$ cat src/rtl/mdio_phy_responder_pkg.sv
// Shared types and constants for the Clause-22 MDIO PHY responder.
package mdio_phy_responder_pkg;

    localparam int unsigned REG_W    = 16;
    localparam int unsigned ADDR_W   = 5;
    localparam int unsigned NUM_REGS = 32;
    localparam int unsigned SPEED_W  = 3;
    localparam int unsigned BCNT_W   = 4;

    localparam logic [1:0] OP_READ  = 2'b10;
    localparam logic [1:0] OP_WRITE = 2'b01;

    localparam logic [REG_W-1:0] REG0_RST = 16'h1140;
    localparam logic [REG_W-1:0] REG1_RST = 16'h796D;

    localparam logic [SPEED_W-1:0] SPEED_1000 = 3'b100;
    localparam logic [SPEED_W-1:0] SPEED_100  = 3'b010;
    localparam logic [SPEED_W-1:0] SPEED_10   = 3'b001;

    typedef enum logic [2:0] {
        S_IDLE,
        S_PRE,
        S_START,
        S_OP,
        S_PHYAD,
        S_REGAD,
        S_TA,
        S_DATA
    } mdio_state_e;

    // Frame header fields collected MSB first from the wire.
    typedef struct packed {
        logic [1:0]        op;
        logic [ADDR_W-1:0] phyad;
        logic [ADDR_W-1:0] regad;
    } mdio_hdr_t;

    // Register 0 {bit6, bit13} to one-hot speed; the reserved 11 maps to 1000M.
    function automatic logic [SPEED_W-1:0] speed_decode(input logic [REG_W-1:0] r0);
        logic [SPEED_W-1:0] s;
        case ({r0[6], r0[13]})
            2'b01:   s = SPEED_100;
            2'b00:   s = SPEED_10;
            default: s = SPEED_1000;
        endcase
        return s;
    endfunction

endpackage

$ cat src/rtl/mdio_phy_responder_if.sv
// MDIO management bus between MAC (master) and PHY responder (slave).
interface mdio_phy_responder_if;
    logic Mdc;
    logic Mdo;
    logic MdoEn;
    logic Mdi;
    logic MdiEn;

    modport master (output Mdc, output Mdo, output MdoEn, input Mdi, input MdiEn);
    modport slave  (input Mdc, input Mdo, input MdoEn, output Mdi, output MdiEn);
endinterface

$ cat src/rtl/mdio_phy_responder_regfile.sv
// 32 x 16 PHY register file: read-only ID/status regs, soft reset via reg0 bit15, speed decode.
module mdio_phy_responder_regfile
    import mdio_phy_responder_pkg::*;
#(
    parameter logic [REG_W-1:0] PHY_ID1 = 16'h0141,
    parameter logic [REG_W-1:0] PHY_ID2 = 16'h0CC2
) (
    input  logic               clk,
    input  logic               rst,
    input  logic               link_up,
    input  logic               wr_en,
    input  logic [ADDR_W-1:0]  wr_addr,
    input  logic [REG_W-1:0]   wr_data,
    input  logic [ADDR_W-1:0]  rd_addr,
    output logic [REG_W-1:0]   rd_data_c,
    output logic [SPEED_W-1:0] speed
);

    logic [REG_W-1:0] mem_q [NUM_REGS];

    always_ff @(posedge clk or posedge rst) begin
        if (rst) begin
            for (int unsigned i = 0; i < NUM_REGS; i++) begin
                mem_q[i] <= (i == 0) ? REG0_RST : '0;
            end
            speed <= speed_decode(REG0_RST);
        end else if (wr_en) begin
            if (wr_addr == '0 && wr_data[15]) begin
                for (int unsigned i = 0; i < NUM_REGS; i++) begin
                    mem_q[i] <= (i == 0) ? REG0_RST : '0;
                end
                speed <= speed_decode(REG0_RST);
            end else if (wr_addr == '0) begin
                mem_q[0] <= wr_data;
                speed    <= speed_decode(wr_data);
            end else if (wr_addr >= ADDR_W'(4)) begin
                mem_q[wr_addr] <= wr_data;
            end
        end
    end

    // Registers 1..3 are served from constants; bit 2 of reg1 follows the live link.
    always_comb begin
        rd_data_c = mem_q[rd_addr];
        case (rd_addr)
            ADDR_W'(1): rd_data_c = {REG1_RST[15:3], link_up, REG1_RST[1:0]};
            ADDR_W'(2): rd_data_c = PHY_ID1;
            ADDR_W'(3): rd_data_c = PHY_ID2;
            default:    ;
        endcase
    end

endmodule

$ cat src/rtl/mdio_phy_responder.sv
// Clause-22 MDIO responder: oversamples Mdc, decodes frames, serves the PHY register file.
module mdio_phy_responder
    import mdio_phy_responder_pkg::*;
#(
    parameter logic [ADDR_W-1:0] PHY_ADDR     = 5'h01,
    parameter int unsigned       PREAMBLE_LEN = 32,
    parameter logic [REG_W-1:0]  PHY_ID1      = 16'h0141,
    parameter logic [REG_W-1:0]  PHY_ID2      = 16'h0CC2,
    parameter int unsigned       SYNC_STAGES  = 2
) (
    input  logic                 Clk_reg,
    input  logic                 Reset,
    mdio_phy_responder_if.slave  mdio,
    input  logic                 Link_up,
    output logic [SPEED_W-1:0]   Speed,
    output logic                 Wr_done
);

    localparam int unsigned CNT_W = $clog2(PREAMBLE_LEN + 1);

    logic [SYNC_STAGES:0]   mdc_sync;
    logic [SYNC_STAGES-1:0] mdo_sync;
    logic                   mdc_rise_c;
    logic                   mdo_bit_c;

    mdio_state_e      state_q,   state_nxt;
    logic [CNT_W-1:0] pre_cnt_q, pre_cnt_nxt;
    logic [BCNT_W-1:0] bit_cnt_q, bit_cnt_nxt;
    mdio_hdr_t        hdr_q,     hdr_nxt;
    logic [REG_W-1:0] rd_sr_q,   rd_sr_nxt;
    logic [REG_W-1:0] wr_sr_q,   wr_sr_nxt;
    logic             mdi_q,     mdi_nxt;
    logic             mdien_q,   mdien_nxt;
    logic             wr_done_q, wr_done_nxt;

    logic              match_c;
    logic              reading_c;
    logic              wr_en_c;
    logic [REG_W-1:0]  wr_data_c;
    logic [ADDR_W-1:0] rd_addr_c;
    logic [REG_W-1:0]  rd_data_c;

    // Extra Mdc stage gives the previous synchronized level for edge detection.
    always_ff @(posedge Clk_reg or posedge Reset) begin
        if (Reset) begin
            mdc_sync <= '0;
            mdo_sync <= '1;
        end else begin
            mdc_sync <= {mdc_sync[SYNC_STAGES-1:0], mdio.Mdc};
            mdo_sync <= {mdo_sync[SYNC_STAGES-2:0], mdio.Mdo};
        end
    end

    assign mdc_rise_c = mdc_sync[SYNC_STAGES-1] & ~mdc_sync[SYNC_STAGES];
    assign mdo_bit_c  = mdo_sync[SYNC_STAGES-1];

    always_ff @(posedge Clk_reg or posedge Reset) begin
        if (Reset) begin
            state_q   <= S_IDLE;
            pre_cnt_q <= '0;
            bit_cnt_q <= '0;
            hdr_q     <= '0;
            rd_sr_q   <= '0;
            wr_sr_q   <= '0;
            mdi_q     <= 1'b1;
            mdien_q   <= 1'b0;
            wr_done_q <= 1'b0;
        end else begin
            state_q   <= state_nxt;
            pre_cnt_q <= pre_cnt_nxt;
            bit_cnt_q <= bit_cnt_nxt;
            hdr_q     <= hdr_nxt;
            rd_sr_q   <= rd_sr_nxt;
            wr_sr_q   <= wr_sr_nxt;
            mdi_q     <= mdi_nxt;
            mdien_q   <= mdien_nxt;
            wr_done_q <= wr_done_nxt;
        end
    end

    assign match_c   = (hdr_q.phyad == PHY_ADDR);
    assign reading_c = match_c && (hdr_q.op == OP_READ);
    assign wr_data_c = {wr_sr_q[REG_W-2:0], mdo_bit_c};
    assign rd_addr_c = {hdr_q.regad[ADDR_W-2:0], mdo_bit_c};

    // Frame decoder; every action happens on a detected Mdc rising edge.
    always_comb begin
        state_nxt   = state_q;
        pre_cnt_nxt = pre_cnt_q;
        bit_cnt_nxt = bit_cnt_q;
        hdr_nxt     = hdr_q;
        rd_sr_nxt   = rd_sr_q;
        wr_sr_nxt   = wr_sr_q;
        mdi_nxt     = mdi_q;
        mdien_nxt   = mdien_q;
        wr_done_nxt = 1'b0;
        wr_en_c     = 1'b0;

        if (mdc_rise_c) begin
            case (state_q)
                S_IDLE, S_PRE: begin
                    if (mdo_bit_c) begin
                        state_nxt = S_PRE;
                        if (pre_cnt_q != CNT_W'(PREAMBLE_LEN)) begin
                            pre_cnt_nxt = CNT_W'(pre_cnt_q + 1'b1);
                        end
                    end else begin
                        state_nxt   = (pre_cnt_q == CNT_W'(PREAMBLE_LEN)) ? S_START : S_IDLE;
                        pre_cnt_nxt = '0;
                    end
                end
                S_START: begin
                    bit_cnt_nxt = '0;
                    state_nxt   = mdo_bit_c ? S_OP : S_IDLE;
                end
                S_OP: begin
                    hdr_nxt.op  = {hdr_q.op[0], mdo_bit_c};
                    bit_cnt_nxt = BCNT_W'(bit_cnt_q + 1'b1);
                    if (bit_cnt_q == BCNT_W'(1)) begin
                        bit_cnt_nxt = '0;
                        if (hdr_nxt.op == OP_READ || hdr_nxt.op == OP_WRITE) begin
                            state_nxt = S_PHYAD;
                        end else begin
                            state_nxt = S_IDLE;
                        end
                    end
                end
                S_PHYAD: begin
                    hdr_nxt.phyad = {hdr_q.phyad[ADDR_W-2:0], mdo_bit_c};
                    bit_cnt_nxt   = BCNT_W'(bit_cnt_q + 1'b1);
                    if (bit_cnt_q == BCNT_W'(ADDR_W - 1)) begin
                        bit_cnt_nxt = '0;
                        state_nxt   = S_REGAD;
                    end
                end
                S_REGAD: begin
                    hdr_nxt.regad = rd_addr_c;
                    bit_cnt_nxt   = BCNT_W'(bit_cnt_q + 1'b1);
                    if (bit_cnt_q == BCNT_W'(ADDR_W - 1)) begin
                        bit_cnt_nxt = '0;
                        state_nxt   = S_TA;
                        rd_sr_nxt   = rd_data_c;
                    end
                end
                S_TA: begin
                    bit_cnt_nxt = BCNT_W'(bit_cnt_q + 1'b1);
                    if (bit_cnt_q == '0) begin
                        if (reading_c) begin
                            mdien_nxt = 1'b1;
                            mdi_nxt   = 1'b0;
                        end
                    end else begin
                        bit_cnt_nxt = '0;
                        state_nxt   = S_DATA;
                        if (reading_c) begin
                            mdi_nxt   = rd_sr_q[REG_W-1];
                            rd_sr_nxt = {rd_sr_q[REG_W-2:0], 1'b0};
                        end
                    end
                end
                S_DATA: begin
                    wr_sr_nxt   = wr_data_c;
                    bit_cnt_nxt = BCNT_W'(bit_cnt_q + 1'b1);
                    if (bit_cnt_q == BCNT_W'(REG_W - 1)) begin
                        state_nxt   = S_IDLE;
                        bit_cnt_nxt = '0;
                        pre_cnt_nxt = '0;
                        mdien_nxt   = 1'b0;
                        mdi_nxt     = 1'b1;
                        if (match_c && hdr_q.op == OP_WRITE) begin
                            wr_en_c     = 1'b1;
                            wr_done_nxt = 1'b1;
                        end
                    end else if (reading_c) begin
                        mdi_nxt   = rd_sr_q[REG_W-1];
                        rd_sr_nxt = {rd_sr_q[REG_W-2:0], 1'b0};
                    end
                end
                default: begin
                    state_nxt   = S_IDLE;
                    pre_cnt_nxt = '0;
                end
            endcase
        end
    end

    mdio_phy_responder_regfile #(
        .PHY_ID1 (PHY_ID1),
        .PHY_ID2 (PHY_ID2)
    ) u_regfile (
        .clk       (Clk_reg),
        .rst       (Reset),
        .link_up   (Link_up),
        .wr_en     (wr_en_c),
        .wr_addr   (hdr_q.regad),
        .wr_data   (wr_data_c),
        .rd_addr   (rd_addr_c),
        .rd_data_c (rd_data_c),
        .speed     (Speed)
    );

    assign mdio.Mdi   = mdi_q;
    assign mdio.MdiEn = mdien_q;
    assign Wr_done    = wr_done_q;

endmodule
$ cat src/flat_wrapper.sv
// flat-port wrapper written by rule: the top's interface ports become plain ports
module mdio_phy_responder_flat import mdio_phy_responder_pkg::*;
#(
    parameter logic [ADDR_W-1:0] PHY_ADDR     = 5'h01,
    parameter int unsigned       PREAMBLE_LEN = 32,
    parameter logic [REG_W-1:0]  PHY_ID1      = 16'h0141,
    parameter logic [REG_W-1:0]  PHY_ID2      = 16'h0CC2,
    parameter int unsigned       SYNC_STAGES  = 2
)
  (Clk_reg, Reset, Link_up, Speed, Wr_done, mdio_Mdc, mdio_Mdo, mdio_MdoEn, mdio_Mdi, mdio_MdiEn);
  mdio_phy_responder_if mdio_i ();
  input  logic Clk_reg;
  input  logic Reset;
  input  logic Link_up;
  output logic [SPEED_W-1:0] Speed;
  output logic Wr_done;
  input wire logic [$bits(mdio_i.Mdc)-1:0] mdio_Mdc;
  input wire logic [$bits(mdio_i.Mdo)-1:0] mdio_Mdo;
  input wire logic [$bits(mdio_i.MdoEn)-1:0] mdio_MdoEn;
  output wire logic [$bits(mdio_i.Mdi)-1:0] mdio_Mdi;
  output wire logic [$bits(mdio_i.MdiEn)-1:0] mdio_MdiEn;
  assign mdio_i.Mdc = mdio_Mdc;
  assign mdio_i.Mdo = mdio_Mdo;
  assign mdio_i.MdoEn = mdio_MdoEn;
  assign mdio_Mdi = mdio_i.Mdi;
  assign mdio_MdiEn = mdio_i.MdiEn;
  mdio_phy_responder #(.PHY_ADDR(PHY_ADDR), .PREAMBLE_LEN(PREAMBLE_LEN), .PHY_ID1(PHY_ID1), .PHY_ID2(PHY_ID2), .SYNC_STAGES(SYNC_STAGES)) u_core (.Clk_reg(Clk_reg), .Reset(Reset), .mdio(mdio_i), .Link_up(Link_up), .Speed(Speed), .Wr_done(Wr_done));
endmodule
$ cat config.mk
export PLATFORM = sky130hd
export DESIGN_NAME = mdio_phy_responder_flat
export DESIGN_NICKNAME = d
export VERILOG_FILES = /design/src/rtl/mdio_phy_responder_pkg.sv /design/src/rtl/mdio_phy_responder_if.sv /design/src/rtl/mdio_phy_responder_regfile.sv /design/src/rtl/mdio_phy_responder.sv /design/src/flat_wrapper.sv
export SDC_FILE = /design/constraint.sdc
export NUM_CORES = 1
export LEC_CHECK = 0
export ABC_AREA = 1
export ABC_CLOCK_PERIOD_IN_PS = 18730
export BUFFER_PORTS_ARGS = -buffer_cell sky130_fd_sc_hd__buf_2
export CAP_MARGIN = 0
export CORE_MARGIN = 4
export CORE_UTILIZATION = 60
export DETAILED_ROUTE_END_ITERATION = 6
export PLACE_DENSITY_LB_ADDON = 0.3
export SLEW_MARGIN = 40
export SYNTH_ARGS = -nofsm -noshare
export SYNTH_HDL_FRONTEND = slang
export SYNTH_HIERARCHICAL = 1
export SYNTH_SLANG_ARGS = --single-unit
$ cat constraint.sdc
create_clock -name Clk_reg -period 18.73 [get_ports Clk_reg]
set_input_delay 2.8095 -clock Clk_reg [delete_from_list [all_inputs] [get_ports Clk_reg]]
set_output_delay 2.8095 -clock Clk_reg [all_outputs]
set_load 0.1 [all_outputs]
==> results.toml <==
[run_status]
status = "finished with violations"
violations = "DRC"

[floorplanning]
floorplan.die.height_microns = 223
top_ports = 12
core_region_area_sq_mm = 0.0456
core.rowCount = 78
initial_cell_density_of_the_core = 0.611
die_width_microns = 223
die-area_sq_mm = 0.0499

[power]
p_leak_nw = 14.7
total_power_mw = 2.52
worst_ir_drop_vdd_uv = 73.4
power-per-cell-area_mw_per_mm2 = 83.6

[hold_path]
worstHoldStart = "u_core/mdc_sync[0]"
worst_hold_path_type = "register to register"
hold-path-endpoint = "u_core/mdc_sync[1]"
timing.hold.worst_path_depth = 0

[clock_tree]
cts-buffers-inserted = 59
tritoncts = "done"
post_cts_hold_buffer_count = 0
clk_latency_ps = 640
clock-root-buffer = "clkbuf_16"
clk_path_buf_depth = 3
cts.reportedPaths.clkPinSlew_ps = 60
clock_tree.htree_level_count = 2
cts_post_setup_buffers_inserted = 0
cts_num_sinks = 579
ctsResizeCount = 0

[route]
drt-pass1-iter-count = 7
wl_per_cell_microns = 20.0
detail_route.wirelength_microns = 84400
initialDrtViolationCount = 3222
drt_drc_violations_left = 10
route.antenna.remaining_nets = 0
routed-via-count = 24500
routed_via_density = 5.83

[yosys]
synth_area_leader_cell = "dfrtp_1"
largest_cells_by_area_after_synthesis = "dfrtp_1 (51%), nand2_1 (19%), o21ai_0 (8.5%)"
synth_top_cells_by_count = "nand2_1 (1,414), dfrtp_1 (572), o21ai_0 (470)"
synth_cell_types = 42
synth.top_cell.area_share = 0.514
synth_edf_count = 0
syn-cell-area_sq_mm = 0.0278
syn_nets = 3672
yosysMostFrequentCell = "nand2_1"
synth_area_per_cell_sq_um = 7.60
synthArstFlopShare = 1.00
synth-seq-area-share = 0.521
synthesis.instances = 3661
synth_warnings = 6
yosys_most_used_dff = "dfrtp_1"
register_bit_total_from_synthesis = 579

[critical_path]
slowest_stage = "dfstp_2"
critical_path_class = "register to output port"
path_buf_inv = 1
cpLargestDelayFamily = "flip-flops"
crit_arrival_ps = 1590
reg2reg_setup_slack_ps = 14910
r2r_cells = 12
delay_of_the_slowest_critical_path_stage_ps = 550
r2r-start = "u_core/mdo_sync[1]"
crit_path_max_fanout = 3
regToRegEndpoint = "u_core/rd_sr_q[15]"
cp_num_cells = 1
worstSetupStartpointType = "register"
worstPathCellList = "buf_2"
critical_path_endpoint_category = "output port"
cp.required_ps = 15920

[global_routing]
pin_count_of_the_biggest_net_entering_global_routing = 114
first_global_vias = 23000
track_usage = 0.339
wire_length_of_the_first_global_routing_pass_microns = 133000
initial_antenna_violation_count = 2
grt.overflow.total = 0

[placed_design]
post-dp-hpwl_microns = 51200
dp_cells = 4103
finalWeightedCongestion = 0.992
placedInstanceArea_sq_mm = 0.0281
portBuffers = 10

[sta]
setup_viol = 0
fmaxAchievable_ghz = 0.228
final_period_minus_worst_setup_slack_ps = 4400
rsz_0062_raised_after_global_routing = "no"
slew_viols_final = 0
tightestPinTransition_ps = 919
clock-skew-final_ps = 38.3
period_share = 0.235
setup_tns_ps = 0
report.final.hold_viol_count = 0
hold_slack_ps = 346
slew_headroom = 0.386

[cells_and_area]
fin_cells = 4213
drive_above_1_share = 0.0659
fin_area_sq_mm = 0.0301
finalNetCount = 3575
nFillCells = 3810
area.growth.synth_to_final_pct = 8.17

[flow_run]
maxCapViolations = 0
[kinds of logic after synthesis]
| group | count (synthesis) | share of synthesized area |
|---|---|---|
| AND/OR/NAND/NOR | 1890 | 0.283 |
| buffers and inverters | 607 | 0.0857 |
| flip-flops | 579 | 0.521 |
| AO/OA/AOI/OAI | 574 | 0.106 |
| adder cells (fa/ha/maj) | 5 | 0.00225 |
| XOR/XNOR | 4 | 0.00126 |
| multiplexers | 2 | 0.000809 |
[placed cells by master, fill, tap and decap left out, types with 6 or more instances in the layout]
cell	n
nand2_1	1413
dfrtp_1	570
o21ai_0	470
inv_1	385
nand3_1	215
nor2_1	115
nand4_1	74
clkbuf_16	60
a21oi_1	48
buf_4	32
nand2_2	21
o21ai_1	21
clkbuf_1	20
nor2_4	18
o22ai_1	17
clkbuf_8	12
o21ai_2	11
clkinv_2	10
buf_2	10
inv_2	9
nor3_1	8
nor2_2	7
nand2_4	6
dfstp_2	6
buf_6	6
[registers in the layout (all words and copies together) (netlist names), 2 cells and up]
| name | count |
|---|---|
| u_core/mdo_sync | 2 |
| u_core/bit_cnt_q | 4 |
| u_core/u_regfile/mem_q | 512 |
| u_core/hdr_q | 12 |
| u_core/state_q | 3 |
| u_core/wr_sr_q | 15 |
| u_core/rd_sr_q | 16 |
| u_core/mdc_sync | 3 |
| u_core/pre_cnt_q | 6 |
| u_core/u_regfile/speed | 3 |
[area by class of cell]
type                       count  area (sq um)  area share
inverter                     399          1520      0.0506
timing repair buffer          50           405      0.0135
tap                          600           751      0.0249
sequential                   579         14500       0.482
clock buffer                  92          1740      0.0578
antenna                        1          2.50   0.0000831
multi-input combinational   2475         11000       0.365
clock inverter                17           181     0.00603
[worst max path at each step]
stage	start	to
2_1_floorplan	Reset	u_core/u_regfile/mem_q[0]
3_3_place_gp	Reset	u_core/u_regfile/mem_q[39]
6_report	u_core/mdio.Mdi	mdio_Mdi
4_1_cts	Reset	u_core/u_regfile/mem_q[49]
5_1_grt	Reset	u_core/u_regfile/mem_q[103]
3_5_place_dp	Reset	u_core/u_regfile/mem_q[392]
[power by group]
group | internal (mW) | total [mW] | switching (mW) | leakage [nW]
clock | 0.678 | 1.17 | 0.495 | 0.946
sequential | 1.25 | 1.26 | 0.00419 | 8.05
combinational | 0.0204 | 0.0885 | 0.0682 | 5.66
[metal layers]
layer	wire length, microns	share of wire	vias up	global-route usage
met5	13	0.00015	-	0
met4	5110	0.061	2	0.174
met1	33200	0.39	11600	0.485
met2	36200	0.43	1374	0.487
met3	9900	0.12	265	0.0768
li1	-	-	11300	-
[per-stage QoR]
stage | utilization | worst slack, ps
after floorplan | - | 1540
after global placement | 0.616 | 13270
after detailed placement | 0.618 | 13500
after CTS | 0.660 | 14160
after global routing | 0.661 | 14050
final | 0.661 | 14330
[worst reg2reg max path, delay by kind of cell (launching register included)]
kind                   cells  cell delay (ps)
and+or+nand+nor            9             1580
buffers and inverters      3             1510
DFF                        1              670
Note: power is estimated with default switching activity, not from simulation.
